==> config.mk <==
export PLATFORM = sky130hd
export DESIGN_NAME = ex_operand_stage_flat
export DESIGN_NICKNAME = d
export VERILOG_FILES = /design/src/rtl/ex_operand_stage_if.sv /design/src/rtl/ex_operand_stage.sv /design/src/flat_wrapper.sv
export SDC_FILE = /design/constraint.sdc
export NUM_CORES = 1
export LEC_CHECK = 0
export CORE_UTILIZATION = 38
export CTS_CLUSTER_SIZE = 16
export DETAILED_ROUTE_END_ITERATION = 7
export GPL_ROUTABILITY_DRIVEN = 0
export HOLD_SLACK_MARGIN = 0.08
export PLACE_DENSITY = 0.78
export SYNTH_ARGS = -nofsm -noshare
export SYNTH_HDL_FRONTEND = slang
export SYNTH_SLANG_ARGS = --single-unit
==> constraint.sdc <==
create_clock -name clk -period 2.3 [get_ports clk]
set_clock_uncertainty 0.05 [all_clocks]
set_input_delay 0.345 -clock clk [delete_from_list [all_inputs] [get_ports clk]]
set_output_delay 0.345 -clock clk [all_outputs]
set_load 0.03 [all_outputs]
==> src/rtl/ex_operand_stage_if.sv <==
// ID-stage bundle feeding the ID/EX register: decoded operands, indices and control.
// ID drives through the master modport; the execute operand stage samples through slave.
interface ex_operand_stage_if #(
  parameter int DATA_W = 32,
  parameter int REG_W  = 5
);
  logic              idValid;
  logic [DATA_W-1:0] idReadData1;
  logic [DATA_W-1:0] idReadData2;
  logic [DATA_W-1:0] idSignExt;
  logic [REG_W-1:0]  idRs;
  logic [REG_W-1:0]  idRt;
  logic [REG_W-1:0]  idRd;
  logic [5:0]        idFunct;
  logic [1:0]        idAluOp;
  logic              idAluSrc;
  logic              idRegDst;
  logic              idRegWrite;
  logic              idMemRead;
  logic              idMemWrite;
  logic              idMemToReg;
  logic              idBranch;

  modport master (
    output idValid, idReadData1, idReadData2, idSignExt, idRs, idRt, idRd,
           idFunct, idAluOp, idAluSrc, idRegDst, idRegWrite, idMemRead,
           idMemWrite, idMemToReg, idBranch
  );

  modport slave (
    input  idValid, idReadData1, idReadData2, idSignExt, idRs, idRt, idRd,
           idFunct, idAluOp, idAluSrc, idRegDst, idRegWrite, idMemRead,
           idMemWrite, idMemToReg, idBranch
  );
endinterface

==> src/rtl/ex_operand_stage.sv <==
// ID/EX pipeline register with execute-stage operand forwarding, ALU control decode
// and load-use hazard detection, sitting directly upstream of the ALU.
module ex_operand_stage #(
  parameter int DATA_W = 32,
  parameter int REG_W  = 5
) (
  input  logic              clk,
  input  logic              reset,
  input  logic              stall,
  input  logic              flush,
  ex_operand_stage_if.slave id,
  input  logic              exMemRegWrite,
  input  logic [REG_W-1:0]  exMemWriteReg,
  input  logic [DATA_W-1:0] exMemAluRes,
  input  logic              memWbRegWrite,
  input  logic [REG_W-1:0]  memWbWriteReg,
  input  logic [DATA_W-1:0] memWbWriteData,
  output logic [DATA_W-1:0] input1,
  output logic [DATA_W-1:0] input2,
  output logic [3:0]        aluCtr,
  output logic [DATA_W-1:0] exStoreData,
  output logic [REG_W-1:0]  exWriteReg,
  output logic              exValid,
  output logic              exRegWrite,
  output logic              exMemRead,
  output logic              exMemWrite,
  output logic              exMemToReg,
  output logic              exBranch,
  output logic              loadUseHazard
);

  logic              valid_r, alusrc_r, regdst_r;
  logic              regwrite_r, memread_r, memwrite_r, memtoreg_r, branch_r;
  logic [DATA_W-1:0] rd1_r, rd2_r, signext_r;
  logic [REG_W-1:0]  rs_r, rt_r, rd_r;
  logic [5:0]        funct_r;
  logic [1:0]        aluop_r;
  logic [DATA_W-1:0] fwd_a_s, fwd_b_s;
  logic [REG_W-1:0]  wreg_s;
  logic [3:0]        alu_ctr_s;

  // Youngest producer wins; register 0 is hardwired and never forwarded.
  function automatic logic [DATA_W-1:0] fwd_sel(
    input logic [REG_W-1:0]  idx,
    input logic [DATA_W-1:0] regval,
    input logic              exw,
    input logic [REG_W-1:0]  exr,
    input logic [DATA_W-1:0] exv,
    input logic              mww,
    input logic [REG_W-1:0]  mwr,
    input logic [DATA_W-1:0] mwv
  );
    if (exw && (exr != {REG_W{1'b0}}) && (exr == idx)) begin
      return exv;
    end else if (mww && (mwr != {REG_W{1'b0}}) && (mwr == idx)) begin
      return mwv;
    end else begin
      return regval;
    end
  endfunction

  // ID/EX register: reset > flush > stall > load; idle ID slots carry no side effects.
  always_ff @(posedge clk) begin
    if (reset) begin
      valid_r    <= 1'b0;
      alusrc_r   <= 1'b0;
      regdst_r   <= 1'b0;
      regwrite_r <= 1'b0;
      memread_r  <= 1'b0;
      memwrite_r <= 1'b0;
      memtoreg_r <= 1'b0;
      branch_r   <= 1'b0;
      rd1_r      <= {DATA_W{1'b0}};
      rd2_r      <= {DATA_W{1'b0}};
      signext_r  <= {DATA_W{1'b0}};
      rs_r       <= {REG_W{1'b0}};
      rt_r       <= {REG_W{1'b0}};
      rd_r       <= {REG_W{1'b0}};
      funct_r    <= 6'b000000;
      aluop_r    <= 2'b00;
    end else if (flush) begin
      valid_r    <= 1'b0;
      regwrite_r <= 1'b0;
      memread_r  <= 1'b0;
      memwrite_r <= 1'b0;
      memtoreg_r <= 1'b0;
      branch_r   <= 1'b0;
    end else if (!stall) begin
      valid_r    <= id.idValid;
      alusrc_r   <= id.idAluSrc;
      regdst_r   <= id.idRegDst;
      regwrite_r <= id.idValid & id.idRegWrite;
      memread_r  <= id.idValid & id.idMemRead;
      memwrite_r <= id.idValid & id.idMemWrite;
      memtoreg_r <= id.idValid & id.idMemToReg;
      branch_r   <= id.idValid & id.idBranch;
      rd1_r      <= id.idReadData1;
      rd2_r      <= id.idReadData2;
      signext_r  <= id.idSignExt;
      rs_r       <= id.idRs;
      rt_r       <= id.idRt;
      rd_r       <= id.idRd;
      funct_r    <= id.idFunct;
      aluop_r    <= id.idAluOp;
    end
  end

  // ALU control decode from registered aluOp/funct.
  always_comb begin
    alu_ctr_s = 4'b0010;
    case (aluop_r)
      2'b00:   alu_ctr_s = 4'b0010;
      2'b01:   alu_ctr_s = 4'b0110;
      2'b11:   alu_ctr_s = 4'b1111;
      2'b10: begin
        case (funct_r)
          6'b100000, 6'b100001: alu_ctr_s = 4'b0010;
          6'b100010, 6'b100011: alu_ctr_s = 4'b0110;
          6'b100100:            alu_ctr_s = 4'b0000;
          6'b100101:            alu_ctr_s = 4'b0001;
          6'b100111:            alu_ctr_s = 4'b1100;
          6'b101011:            alu_ctr_s = 4'b0111;
          default:              alu_ctr_s = 4'b0010;
        endcase
      end
      default: alu_ctr_s = 4'b0010;
    endcase
  end

  // Operand forwarding for rs (A) and rt (B).
  always_comb begin
    fwd_a_s = fwd_sel(rs_r, rd1_r, exMemRegWrite, exMemWriteReg, exMemAluRes,
                      memWbRegWrite, memWbWriteReg, memWbWriteData);
    fwd_b_s = fwd_sel(rt_r, rd2_r, exMemRegWrite, exMemWriteReg, exMemAluRes,
                      memWbRegWrite, memWbWriteReg, memWbWriteData);
  end

  assign wreg_s        = regdst_r ? rd_r : rt_r;
  assign input1        = fwd_a_s;
  assign input2        = alusrc_r ? signext_r : fwd_b_s;
  assign aluCtr        = alu_ctr_s;
  assign exStoreData   = fwd_b_s;
  assign exWriteReg    = wreg_s;
  assign exValid       = valid_r;
  assign exRegWrite    = regwrite_r;
  assign exMemRead     = memread_r;
  assign exMemWrite    = memwrite_r;
  assign exMemToReg    = memtoreg_r;
  assign exBranch      = branch_r;
  // The load in EX cannot forward until MEM; a consumer in ID must wait one cycle.
  assign loadUseHazard = valid_r & memread_r & (wreg_s != {REG_W{1'b0}}) &
                         ((wreg_s == id.idRs) | (wreg_s == id.idRt));

endmodule

==> src/flat_wrapper.sv <==
// flat-port wrapper written by rule: the top's interface ports become plain ports
module ex_operand_stage_flat 
#(
  parameter int DATA_W = 32,
  parameter int REG_W  = 5
)
  (clk, reset, stall, flush, exMemRegWrite, exMemWriteReg, exMemAluRes, memWbRegWrite, memWbWriteReg, memWbWriteData, input1, input2, aluCtr, exStoreData, exWriteReg, exValid, exRegWrite, exMemRead, exMemWrite, exMemToReg, exBranch, loadUseHazard, id_idValid, id_idReadData1, id_idReadData2, id_idSignExt, id_idRs, id_idRt, id_idRd, id_idFunct, id_idAluOp, id_idAluSrc, id_idRegDst, id_idRegWrite, id_idMemRead, id_idMemWrite, id_idMemToReg, id_idBranch);
  ex_operand_stage_if #(.DATA_W(DATA_W), .REG_W(REG_W)) id_i ();
  input  logic clk;
  input  logic reset;
  input  logic stall;
  input  logic flush;
  input  logic exMemRegWrite;
  input  logic [REG_W-1:0] exMemWriteReg;
  input  logic [DATA_W-1:0] exMemAluRes;
  input  logic memWbRegWrite;
  input  logic [REG_W-1:0] memWbWriteReg;
  input  logic [DATA_W-1:0] memWbWriteData;
  output logic [DATA_W-1:0] input1;
  output logic [DATA_W-1:0] input2;
  output logic [3:0] aluCtr;
  output logic [DATA_W-1:0] exStoreData;
  output logic [REG_W-1:0] exWriteReg;
  output logic exValid;
  output logic exRegWrite;
  output logic exMemRead;
  output logic exMemWrite;
  output logic exMemToReg;
  output logic exBranch;
  output logic loadUseHazard;
  input wire logic [$bits(id_i.idValid)-1:0] id_idValid;
  input wire logic [$bits(id_i.idReadData1)-1:0] id_idReadData1;
  input wire logic [$bits(id_i.idReadData2)-1:0] id_idReadData2;
  input wire logic [$bits(id_i.idSignExt)-1:0] id_idSignExt;
  input wire logic [$bits(id_i.idRs)-1:0] id_idRs;
  input wire logic [$bits(id_i.idRt)-1:0] id_idRt;
  input wire logic [$bits(id_i.idRd)-1:0] id_idRd;
  input wire logic [$bits(id_i.idFunct)-1:0] id_idFunct;
  input wire logic [$bits(id_i.idAluOp)-1:0] id_idAluOp;
  input wire logic [$bits(id_i.idAluSrc)-1:0] id_idAluSrc;
  input wire logic [$bits(id_i.idRegDst)-1:0] id_idRegDst;
  input wire logic [$bits(id_i.idRegWrite)-1:0] id_idRegWrite;
  input wire logic [$bits(id_i.idMemRead)-1:0] id_idMemRead;
  input wire logic [$bits(id_i.idMemWrite)-1:0] id_idMemWrite;
  input wire logic [$bits(id_i.idMemToReg)-1:0] id_idMemToReg;
  input wire logic [$bits(id_i.idBranch)-1:0] id_idBranch;
  assign id_i.idValid = id_idValid;
  assign id_i.idReadData1 = id_idReadData1;
  assign id_i.idReadData2 = id_idReadData2;
  assign id_i.idSignExt = id_idSignExt;
  assign id_i.idRs = id_idRs;
  assign id_i.idRt = id_idRt;
  assign id_i.idRd = id_idRd;
  assign id_i.idFunct = id_idFunct;
  assign id_i.idAluOp = id_idAluOp;
  assign id_i.idAluSrc = id_idAluSrc;
  assign id_i.idRegDst = id_idRegDst;
  assign id_i.idRegWrite = id_idRegWrite;
  assign id_i.idMemRead = id_idMemRead;
  assign id_i.idMemWrite = id_idMemWrite;
  assign id_i.idMemToReg = id_idMemToReg;
  assign id_i.idBranch = id_idBranch;
  ex_operand_stage #(.DATA_W(DATA_W), .REG_W(REG_W)) u_core (.clk(clk), .reset(reset), .stall(stall), .flush(flush), .id(id_i), .exMemRegWrite(exMemRegWrite), .exMemWriteReg(exMemWriteReg), .exMemAluRes(exMemAluRes), .memWbRegWrite(memWbRegWrite), .memWbWriteReg(memWbWriteReg), .memWbWriteData(memWbWriteData), .input1(input1), .input2(input2), .aluCtr(aluCtr), .exStoreData(exStoreData), .exWriteReg(exWriteReg), .exValid(exValid), .exRegWrite(exRegWrite), .exMemRead(exMemRead), .exMemWrite(exMemWrite), .exMemToReg(exMemToReg), .exBranch(exBranch), .loadUseHazard(loadUseHazard));
endmodule
Word level (Yosys, flattened, before mapping)
Cells that the tools add are included. W data, S select, Z words.

Equality and inequality tests: 15. Multiplexer cells: 8. Bitwise logic cells: 11. Reduce and logical (&&, ||, !) cells: 13.

Operators by type and width (count): $mux W32 (5); $eq A6 B6 Y1 const B (6); $eq A5 B5 Y1 (6); $pmux W4 S5 (1); $pmux W4 S4 (1); $reduce_bool A5 Y1 (3); $and A1 B1 Y1 (8); $logic_and A1 B1 Y1 (6); $mux W5 (1); $eq A2 B2 Y1 const B (2); $reduce_or A2 Y1 (2); $eq A2 B1 Y1 const B (1); $logic_not A2 Y1 (1); $not A1 Y1 (2); $reduce_and A2 Y1 (1); $or A1 B1 Y1 (1).

Register bits after elaboration: 127. Input port bits: 207. Output and inout port bits: 112. Logic and storage cells: 63.

Longest topological paths before layout
Gate-level depths: netlist of run 1.

Depth after elaboration: 6. Gate-level depth with buffers: 7. Depth with buffers taken out: 5.

Least setup slack after synthesis of run 1
OpenSTA, ideal clock, no wires.

Kind: input port to output port. Start: input port memWbWriteReg[1]. End: output port input2[21]. Data arrival time: 2477 ps. Data required time: 1905 ps. Setup slack: -572 ps. Cell stages on the path: 7. Buffers on the path: 2. Cell sequence: or4_4 > o211ai_2 > buf_2 > buf_2 > o21ai_0 > a31oi_1 > mux2_2.

Word-level cells in the longest chain between the ends: 6. Elaborated cells between the ends (all ways): 7. Classes of those cells: eq/ne (1); mux (3); reduce/logical (3).

Ends and longest elaborated chain: start, declared (RTL line flat_wrapper.sv:17) `input logic [REG_W-1:0] memWbWriteReg;`; $reduce_bool A5 Y1 (RTL line ex_operand_stage.sv:55) `end else if (mww && (mwr != {REG_W{1'b0}}) && (mwr == idx)) begin`; $logic_and A1 B1 Y1 (RTL line ex_operand_stage.sv:55); $logic_and A1 B1 Y1 (*) (RTL line ex_operand_stage.sv:55); $mux W32 (*) (RTL line ex_operand_stage.sv:55); $mux W32 (*) (RTL line ex_operand_stage.sv:53) `if (exw && (exr != {REG_W{1'b0}}) && (exr == idx)) begin`; via exStoreData[21] (RTL line flat_wrapper.sv:22) `output logic [DATA_W-1:0] exStoreData;`; $mux W32 (*) (RTL line ex_operand_stage.sv:140) `assign input2 = alusrc_r ? signext_r : fwd_b_s;`; end, declared (RTL line flat_wrapper.sv:20) `output logic [DATA_W-1:0] input2;`.

Mark *: on every way through the listed nets, which the timed path passes. The rest lies on a longest branch.

Final worst setup path of run 1
Start: register u_core.rt_r[4]. End: output port input2[17].

Word-level cells in the longest chain between the ends: 5. Elaborated cells between the ends (all ways): 7. Classes of those cells: eq/ne (2); mux (3); reduce/logical (2).

Ends and longest elaborated chain: start, declared (RTL line ex_operand_stage.sv:35) `logic [REG_W-1:0] rs_r, rt_r, rd_r;`; start signal, assigned (RTL line ex_operand_stage.sv:77) `rt_r <= {REG_W{1'b0}};`; start signal, assigned (RTL line ex_operand_stage.sv:101) `rt_r <= id.idRt;`; $eq A5 B5 Y1 (RTL line ex_operand_stage.sv:55); $logic_and A1 B1 Y1 (RTL line ex_operand_stage.sv:55); $mux W32 (RTL line ex_operand_stage.sv:55); $mux W32 (*) (RTL line ex_operand_stage.sv:53); $mux W32 (*) (RTL line ex_operand_stage.sv:140).

Every way passes the cells marked *; elsewhere a longest branch is shown, timed or not.

==> results.cfg, run 1 <==
[status]
outcome = finished, violations left
violations = setup timing

[grt]
grt_pass1_vias = 9325
grt_max_degree = 78
antenna_found_initial = 0
track_usage_pct = 36.91
grt_pass1_wl_um = 51660
grt_overflow = 0

[clock_tree]
cts-buffers-inserted = 17
path_clk_slew_ns = 0.06
cts.sinks = 127
clock_tree.buffer_depth = 2
clock_latency_ns = 0.42
ctsRootBufferMaster = clkbuf_16
cts_tree = yes
htree_num_levels = 4
cts_hold_buf = 0

[finish]
final_common_cell = nand2_1
final_cell_mix = 252 x nand2_1, 204 x clkdlybuf4s50_1, 147 x buf_6
area_growth_syn_to_layout_pct = 117.3
fin_nets = 1572
layout-drive-gt1-share_pct = 39.99
finalNonFillerCells = 1607
filler_cell_count = 951
n_antenna_cell = 0

[pwr]
p_leak_uw = 0.005676
switching_share_pct = 30.37
p_int_uw = 5230
ir_drop_mv = 0.5843
p_per_area_nw_per_um2 = 499.2
clock_power_share_pct = 38.1
p_seq_share_pct = 31.9
switching_power_uw = 2281
pwr-share-comb_pct = 30.0
p_total_uw = 7511

[critical_path]
cp-start-kind = flip-flop
cp.arrival_ns = 2.43
critPathMaxFanout = 5
critPathCaptureType = output port
crit_type = reg -> out
critical_path_required_ns = 1.90

[synth]
syn_nets = 1158
synth_top_area_share_pct = 36.71
synth.area.mux_share_pct = 9.250
yosysTopAreaCell = dfxtp_1
synthSimpleGateAreaFrac_pct = 23.78
netlist-cell-type-count = 39
yosysWarnings = 0
synth_compound_area_share_pct = 19.98
synth_ff_type = dfxtp_1
synthXorXnorAreaFrac_pct = 3.902
synth_edf_count = 0
async_flop_share_pct = 0
synth_top_family_by_area = simple AND/OR/NAND/NOR gates
ys_seq_elements = 127
synthAdderAreaFrac_pct = 0
synth_seq_area_share_pct = 36.71
synthTopCellsByArea = dfxtp_1 37%, nand2_1 14%, a21oi_1 11%, mux2i_1 5.3%, mux2_2 3.9%
synth_cells = 951
avgSynthCellArea_um2 = 7.282
netlist_area_um2 = 6925

[sta]
relSlewSlack_pct = 59.50
finalSetupViolations = 97
period_needed_ns = 2.822
slew_violations = 0
finalSetupTns_ns = -41.00
max_freq_mhz = 354.4
hold_viol = 0
tightest_slew_ns = 0.6076
setup_ws_ns = -0.5216
min_period_over_period_pct = 122.7
hold_ws_ns = 0.3874
rsz0062_at_grt = yes

[placement]
portBuffers = 318
dp_hpwl_um = 20220
placedCellCount = 1509

[floorplan]
core-area_um2 = 17900
fp.dieH_um = 137
ioPinCount = 319
start_util_pct = 38.68
core.rowCount = 49
die_area_um2 = 18770
fp.dieW_um = 137

[worst_hold_path]
min_path_type = in -> reg

[detailed_routing]
ant_nets = 0
drc_errors = 0
wl_um = 36180
drt_iter0_markers = 472
vias_per_cell = 5.655
drtPass1Iterations = 8
num_vias = 9087
wl_per_cell_um = 22.52

[run]
maxCapViolCount = 0
-- per-stage QoR --
| stage | utilization [%] | cell area [um^2] | worst slack (ns) |
|---|---|---|---|
| global route | 84.04 | 15050 | -0.5772 |
| global placement | 64.96 | 11630 | -0.9819 |
| finish | 84.04 | 15050 | -0.5216 |
| CTS | 81.75 | 14640 | -0.4966 |
| floorplan | - | 7830 | -0.1626 |
| detailed placement | 64.96 | 11630 | -1.028 |
-- cell families (layout without fill, tap and decap cells) --
family	Yosys count	count (layout)
compound gates	234	234
xor+xnor	30	30
buf+inv	108	535
flops	127	127
mux	61	61
simple gates	391	391
-- power groups by stage --
stage               logic (uW)  clock network [uW]  registers, uW
floorplan                  892                   0           2400
CTS                       2110                2870           2390
global route              2340                2980           2410
detailed placement        1750                   0           2420
global placement          1730                   0           2410
finish                    2250                2860           2400
-- worst paths after layout --
kind	slack [ns]	endpoint	depth (start not counted)	from
max	-0.52	input2[17]	10	u_core.rt_r[4]
min	0.39	u_core.aluop_r[1]	2	reset
max reg2reg	1.17	u_core.alusrc_r	3	u_core.alusrc_r
min reg2reg	0.40	u_core.funct_r[5]	2	u_core.funct_r[5]
-- metal layers --
layer / vias up / wire length [um] / GRT usage (%)
li1: 4074 / - / -
met1: 4322 / 12820 / 40.28
met2: 513 / 18300 / 63.16
met3: 178 / 2733 / 9.185
met4: 0 / 2323 / 24.60
met5: - / 0 / 0
-- timing repair --
action | in CTS | in global routing
setup endpoints to repair | 105 | 100
gates resized for setup | 437 | 66
cloned | 18 | 1
pin swaps | 89 | 59
setup buffers | 33 | 19
-- sequential cells by signal (all words and copies together) (netlist names) --
register	count
u_core.exValid	1
u_core.alusrc_r	1
u_core.rd1_r	32
u_core.rd_r	5
u_core.exMemWrite	1
u_core.rd2_r	32
u_core.exMemToReg	1
u_core.exMemRead	1
u_core.aluop_r	2
u_core.regdst_r	1
u_core.rt_r	5
u_core.funct_r	6
u_core.rs_r	5
u_core.exRegWrite	1
u_core.exBranch	1
u_core.signext_r	32
-- final cells by class --
| class | count | area, um^2 | share of cell area [%] |
|---|---|---|---|
| Multi-Input combinational cell | 716 | 6030 | 40.07 |
| Timing Repair Buffer | 473 | 5428 | 36.07 |
| Sequential cell | 127 | 2575 | 17.11 |
| Clock buffer | 20 | 456.7 | 3.035 |
| Tap cell | 229 | 286.5 | 1.904 |
| Clock inverter | 12 | 157.7 | 1.048 |
| Inverter | 30 | 112.6 | 0.7484 |
-- critical path, stage by stage (launching register included) --
cell     delay, ns
dfxtp_4       0.41
xnor2_2       0.13
nand4_1       0.12
buf_6         0.15
or2_4         0.28
buf_12        0.13
buf_12        0.13
buf_12        0.14
a31oi_4       0.20
mux2_4        0.19
buf_6         0.12
-- synth_stat cells (all sizes together), types with 2 or more instances --
cell	number
a21oi	155
a221oi	8
a22oi	5
a31oi	26
and3	8
buf	23
clkbuf	55
dfxtp	127
inv	30
mux2	24
mux2i	37
nand2	252
nand3	4
nand4	3
nor2	60
nor2b	4
nor3	26
o211ai	2
o21ai	27
o31ai	8
or2	4
or3	24
or4	3
xnor2	23
xor2	7
(Power assumes the default switching activity.)
==> run 2, diff against run 1 <==
--- a/config.mk
+++ b/config.mk
@@ -5,12 +5,13 @@
 export SDC_FILE = /design/constraint.sdc
 export NUM_CORES = 1
 export LEC_CHECK = 0
-export CORE_UTILIZATION = 38
+export CORE_UTILIZATION = 39
+export CTS_BUF_LIST = sky130_fd_sc_hd__clkbuf_4 sky130_fd_sc_hd__clkbuf_8
 export CTS_CLUSTER_SIZE = 16
 export DETAILED_ROUTE_END_ITERATION = 7
 export GPL_ROUTABILITY_DRIVEN = 0
 export HOLD_SLACK_MARGIN = 0.08
-export PLACE_DENSITY = 0.78
+export PLACE_DENSITY = 0.79
 export SYNTH_ARGS = -nofsm -noshare
 export SYNTH_HDL_FRONTEND = slang
 export SYNTH_SLANG_ARGS = --single-unit
==> run 2 against run 1 <==
  * The run still ends with setup timing left
  * Largest cell class unchanged
  * Wire length down 2.3%
  * Utilization up 1.4 points
  * Global-route usage down 1.7 points
  * Largest power group is now registers
==> results.cfg, run 2 (synthesis gave the netlist of run 1 again) <==
[finish]
final_core_util_pct = 85.40
final_common_cell = nand2_1
filler_cell_count = 838
area_growth_syn_to_layout_pct = 113.3
design_area_um2 = 14770
fin_nets = 1578
top_regs = u_core.rd1_r (32), u_core.rd2_r (32), u_core.signext_r (32)
final_cell_mix = 252 x nand2_1, 200 x clkdlybuf4s50_1, 137 x buf_6
layout-drive-gt1-share_pct = 39.81

[critical_path]
crit_path_top_delay_cell = dfxtp_4
path_delay_family = buffers and inverters
cp.depth = 10
cpPeakStageDelay_ns = 0.37
critPathMaxFanout = 5
crit_path_cell_trace = buf_6 -> xnor2_2 -> nand4_1 -> buf_6 -> buf_8 -> buf_12 -> nor3_2 -> a31oi_4 -> mux2_4 -> buf_6
crit_type = reg -> out
reg2regPathDepth = 3
cp.arrival_ns = 2.46
critPathBufInv = 5
cp-start-kind = flip-flop
critical_path_required_ns = 1.90
critPathCaptureType = output port
crit_top_cell = buf_6

[clock_tree]
cts-buffers-inserted = 17
ctsRootBufferMaster = clkbuf_8
clock_tree.buffer_depth = 2
cts_hold_buf = 0
clock_latency_ns = 0.45
cts.sinks = 127
cts_tree = yes
htree_num_levels = 4
path_clk_slew_ns = 0.07

[placement]
portBuffers = 318
place_area_um2 = 11780
dp_hpwl_um = 20300

[grt]
antenna_found_initial = 2
grt_overflow = 0
track_usage_pct = 35.25
grt_pass1_vias = 9053
grt_max_degree = 79
grt_pass1_wl_um = 48920

[sta]
finalSetupTns_ns = -43.08
min_period_over_period_pct = 124.2
setup_ws_ns = -0.5574
period_needed_ns = 2.857
finalSetupViolations = 97
hold_viol = 0
slew_violations = 0
relSlewSlack_pct = 54.76
rsz0062_at_grt = yes
max_freq_mhz = 350.0
tightest_slew_ns = 0.6786

[run]
maxCapViolCount = 0

[detailed_routing]
drt_iter0_markers = 562
vias_per_cell = 5.671
wl_per_cell_um = 21.94
ant_nets = 0
drtPass1Iterations = 6
wl_um = 35340
drc_errors = 0
num_vias = 9136

[pwr]
switching_share_pct = 31.62
p_per_area_nw_per_um2 = 454.8
p_leak_uw = 0.005597
p_seq_share_pct = 35.6
ir_drop_mv = 0.3252
switching_power_uw = 2124
p_int_uw = 4594
p_total_uw = 6718
clock_power_share_pct = 31.3
pwr-share-comb_pct = 33.2

[floorplan]
ioPinCount = 319
start_util_pct = 40.04
core-area_um2 = 17300
die_area_um2 = 18290
fp.dieH_um = 135.3
core.rowCount = 48
fp.dieW_um = 135.3

[status]
outcome = finished, violations left
violations = setup timing

[worst_hold_path]
hold-path-cell-count = 2
min_path_type = in -> reg
run 2: cell count changes in the layout (fill, tap and decap cells not counted), moves of 4 or more:
cell             change
clkbuf_8            +16
clkbuf_16           -15
dlygate4sd2_1        +5
nor3_2               +6
xnor2_2              +4
clkbuf_4             +5
buf_4               +11
o21ai_4              -6
clkdlybuf4s50_1      -4
nor3_4               -6
buf_6               -10
o21ai_1              +8
buf_16               -5
run 2: worst reg2reg max path: cells and delay by family (launching register included):
kind	cells	cell delay, ns
buffers and inverters	1	0.50
flip-flops	1	0.49
AND/OR/NAND/NOR	1	0.10
AO/OA/AOI/OAI	1	0.16
run 2: cell type report:
class                      count  area [um^2]  share of cell area [%]
timing repair buffer         479         5413                   36.64
sequential                   127         2572                   17.41
inverter                      30        112.6                  0.7623
clock buffer                  22        277.8                   1.880
tap                          225        281.5                   1.906
multi-input combinational    716         5972                   40.43
clock inverter                10        137.6                  0.9317
antenna                        2        5.005                 0.03388
run 2: final timing paths:
check	start	end	slack, ns
hold reg to reg	u_core.rd2_r[23]	u_core.rd2_r[23]	0.41
hold / removal	reset	u_core.rs_r[2]	0.37
setup / recovery	u_core.rt_r[2]	input2[21]	-0.56
setup reg to reg	u_core.alusrc_r	u_core.alusrc_r	0.93
run 2: per-stage QoR:
stage	std cells	setup WS, ns	hold WS, ns
floorplan	951	-0.1626	0.3818
global placement	1520	-0.9695	0.3894
detailed placement	1520	-1.019	0.3953
CTS	1582	-0.5195	0.3558
global route	1611	-0.6567	0.3735
finish	1611	-0.5574	0.3668
run 2: per-layer routing:
layer | share of wire, % | track usage (%) | up-vias
li1 | - | - | 4089
met1 | 36 | 38.98 | 4383
met2 | 50 | 62.39 | 522
met3 | 7.6 | 7.782 | 142
met4 | 5.9 | 19.54 | 0
met5 | 0 | 0 | -
run 2: what timing repair did:
item	4_1_cts	5_1_grt
setup endpoints to repair	105	101
setup buffers	27	25
gates resized for setup	393	78
cloned	12	4
pin swaps	58	62
run 2: power by group through the flow:
stage	clock (uW)	sequential (uW)	combinational, uW
global placement	0	2410	1750
CTS	2100	2380	2050
detailed placement	0	2410	1770
finish	2100	2390	2230
floorplan	0	2400	892
global route	2200	2400	2320
==> run 3, diff against run 2 <==
--- a/config.mk
+++ b/config.mk
@@ -5,13 +5,13 @@
 export SDC_FILE = /design/constraint.sdc
 export NUM_CORES = 1
 export LEC_CHECK = 0
-export CORE_UTILIZATION = 39
+export CORE_UTILIZATION = 43
 export CTS_BUF_LIST = sky130_fd_sc_hd__clkbuf_4 sky130_fd_sc_hd__clkbuf_8
 export CTS_CLUSTER_SIZE = 16
 export DETAILED_ROUTE_END_ITERATION = 7
 export GPL_ROUTABILITY_DRIVEN = 0
 export HOLD_SLACK_MARGIN = 0.08
-export PLACE_DENSITY = 0.79
+export PLACE_DENSITY = 0.83
 export SYNTH_ARGS = -nofsm -noshare
 export SYNTH_HDL_FRONTEND = slang
 export SYNTH_SLANG_ARGS = --single-unit
==> constraint.sdc (replaced) <==
create_clock -name clk -period 3.1 [get_ports clk]
set_clock_uncertainty 0.05 [all_clocks]
set_input_delay 0.465 -clock clk [delete_from_list [all_inputs] [get_ports clk]]
set_output_delay 0.465 -clock clk [all_outputs]
set_load 0.03 [all_outputs]
==> run 3 against run 2 <==
  * The flow now finishes without violations
  * First-iteration DRC count shrank 1.6%
  * Hold slack improved by 0.037 ns
  * Global-route usage is 2.3 points lower
  * Wire length fell by 20%
  * Die area is 9.2% lower
  * Non-clock buffer count shrank 72
  * Final cell count decreased by 5.2%
  * Utilization down 11 points
  * Sequential power is 26% lower
  * Via count decreased by 9.0%
  * Critical endpoint is now input2[24]
  * Largest cell class unchanged
  * Largest power group unchanged
==> results.cfg, run 3 (synthesis gave the netlist of run 1 again) <==
[clock_tree]
cts.sinks = 127
htree_num_levels = 4
clock_latency_ns = 0.44
clock_tree.buffer_depth = 2
cts-buffers-inserted = 17
ctsRootBufferMaster = clkbuf_8
cts_tree = yes
path_clk_slew_ns = 0.07

[detailed_routing]
vias_per_cell = 5.438
wl_um = 28270
wl_per_cell_um = 18.50
ant_nets = 0
drtPass1Iterations = 5
num_vias = 8310
drt_iter0_markers = 553
drc_errors = 0

[finish]
layout-drive-gt1-share_pct = 24.24
n_antenna_cell = 0
area_growth_syn_to_layout_pct = 69.59
fin_nets = 1506
final_common_cell = nand2_1
final_cell_mix = 252 x nand2_1, 210 x clkdlybuf4s50_1, 151 x a21oi_1
top_regs = u_core.rd1_r (32), u_core.rd2_r (32), u_core.signext_r (32)

[floorplan]
die_area_um2 = 16620
core.rowCount = 46
fp.dieH_um = 128.9
fp.dieW_um = 128.9
ioPinCount = 319
core-area_um2 = 15830
start_util_pct = 43.75

[grt]
antenna_found_initial = 0
grt_pass1_wl_um = 41790
grt_overflow = 0
grt.busiest_layer = met2
gr-usage-met3_pct = 8.773
track_usage_pct = 32.95
gr-usage-met2_pct = 56.38
grt_pass1_vias = 8041
grt_max_degree = 68
grt_use_met1_pct = 37.55

[pwr]
p_leak_uw = 0.004647
ir_drop_mv = 0.3415
p_per_area_nw_per_um2 = 399.6

[placement]
dp_hpwl_um = 19300
place_ws_ns = -0.4847
portBuffers = 318

[critical_path]
path_delay_family = simple AND/OR/NAND/NOR gates
cp.arrival_ns = 2.53
crit_path_cell_trace = dlygate4sd2_1 -> or4_4 -> o211ai_4 -> or2_4 -> buf_12 -> buf_12 -> a31oi_4 -> mux2_4 -> buf_6
cp-start-kind = input port
critPathBufInv = 4
critPathMaxFanout = 8
crit_type = in -> out
cpPeakStageDelay_ns = 0.52
crit_path_top_delay_cell = or4_4
critical_path_required_ns = 2.58
critPathCaptureType = output port
crit_top_cell = buf_12

[sta]
min_period_over_period_pct = 98.07
finalSetupTns_ns = 0
max_freq_mhz = 328.9
finalSetupViolations = 0
slew_violations = 0
hold_viol = 0
setup_ws_ns = 0.05981
relSlewSlack_pct = 48.20
period_needed_ns = 3.040
tightest_slew_ns = 0.7770

[run]
maxCapViolCount = 0

[worst_hold_path]
min_path_type = reg -> reg

[status]
outcome = finished, final reports clean
## run 3: cell types whose count changed in the layout (fill, tap and decap cells not counted), moves of 26 or more
| cell | before | now |
|---|---|---|
| buf_4 | 65 | 136 |
| nor2_4 | 34 | 3 |
| a21oi_1 | 122 | 151 |
| nor2_1 | 10 | 56 |
| mux2i_4 | 27 | 1 |
| buf_6 | 137 | 11 |
| a21oi_4 | 32 | 0 |
| mux2i_1 | 5 | 33 |
## run 3: worst paths after layout
path	slack (ns)	cells past startpoint	start	to
setup / recovery	0.06	9	exMemWriteReg[3]	input2[24]
hold / removal	0.40	2	u_core.funct_r[5]	u_core.funct_r[5]
setup reg to reg	1.82	3	u_core.alusrc_r	u_core.alusrc_r
hold reg to reg	0.40	2	u_core.funct_r[5]	u_core.funct_r[5]
## run 3: final cells by class
| class | instances | area, um^2 |
|---|---|---|
| Multi-Input combinational cell | 716 | 4329 |
| Fill cell | 1177 | 4083 |
| Timing Repair Buffer | 407 | 4018 |
| Sequential cell | 127 | 2556 |
| Clock buffer | 23 | 304.0 |
| Tap cell | 216 | 270.3 |
| Clock inverter | 9 | 155.1 |
| Inverter | 30 | 112.6 |
## run 3: worst min-delay path: cells and delay by family (launching register included)
kind | cells | cell delay, ns
compound gates | 1 | 0.05
simple gates | 1 | 0.05
flops | 1 | 0.31
## run 3: power by group
| group | internal, uW | total, uW | switching, uW |
|---|---|---|---|
| clock | 981 | 1670 | 691 |
| combinational | 630 | 1260 | 630 |
| sequential | 1700 | 1760 | 57.5 |
## run 3: repair_timing
action | CTS | global route
gates resized for setup | 115 | 52
setup endpoints to repair | 83 | 47
hold buffers | 0 | 0
pin swaps | 19 | 19
cloned | 4 | 1
setup buffers | 6 | 3
## run 3: routing by layer
| metal | share of wire, % | vias to the layer above | routed length, um |
|---|---|---|---|
| met3 | 8.1 | 87 | 2284 |
| met4 | 4.2 | 0 | 1192 |
| met5 | 0 | - | 0 |
| met2 | 49 | 396 | 13860 |
| met1 | 39 | 3892 | 10930 |
| li1 | - | 3935 | - |
## run 3: stage by stage
stage                     instance area, um^2  instances  power, uW  utilization [%]  hold slack, ns
after floorplan                          6963        951       2325                -          0.3818
after global placement                  10690       1485       2946            67.54          0.3888
after detailed placement                10690       1485       2963            67.54          0.3940
after CTS                               11550       1525       4669            72.98          0.4040
after global routing                    11750       1528       4867            74.21          0.4244
final                                   11750       1528       4694            74.21          0.4036
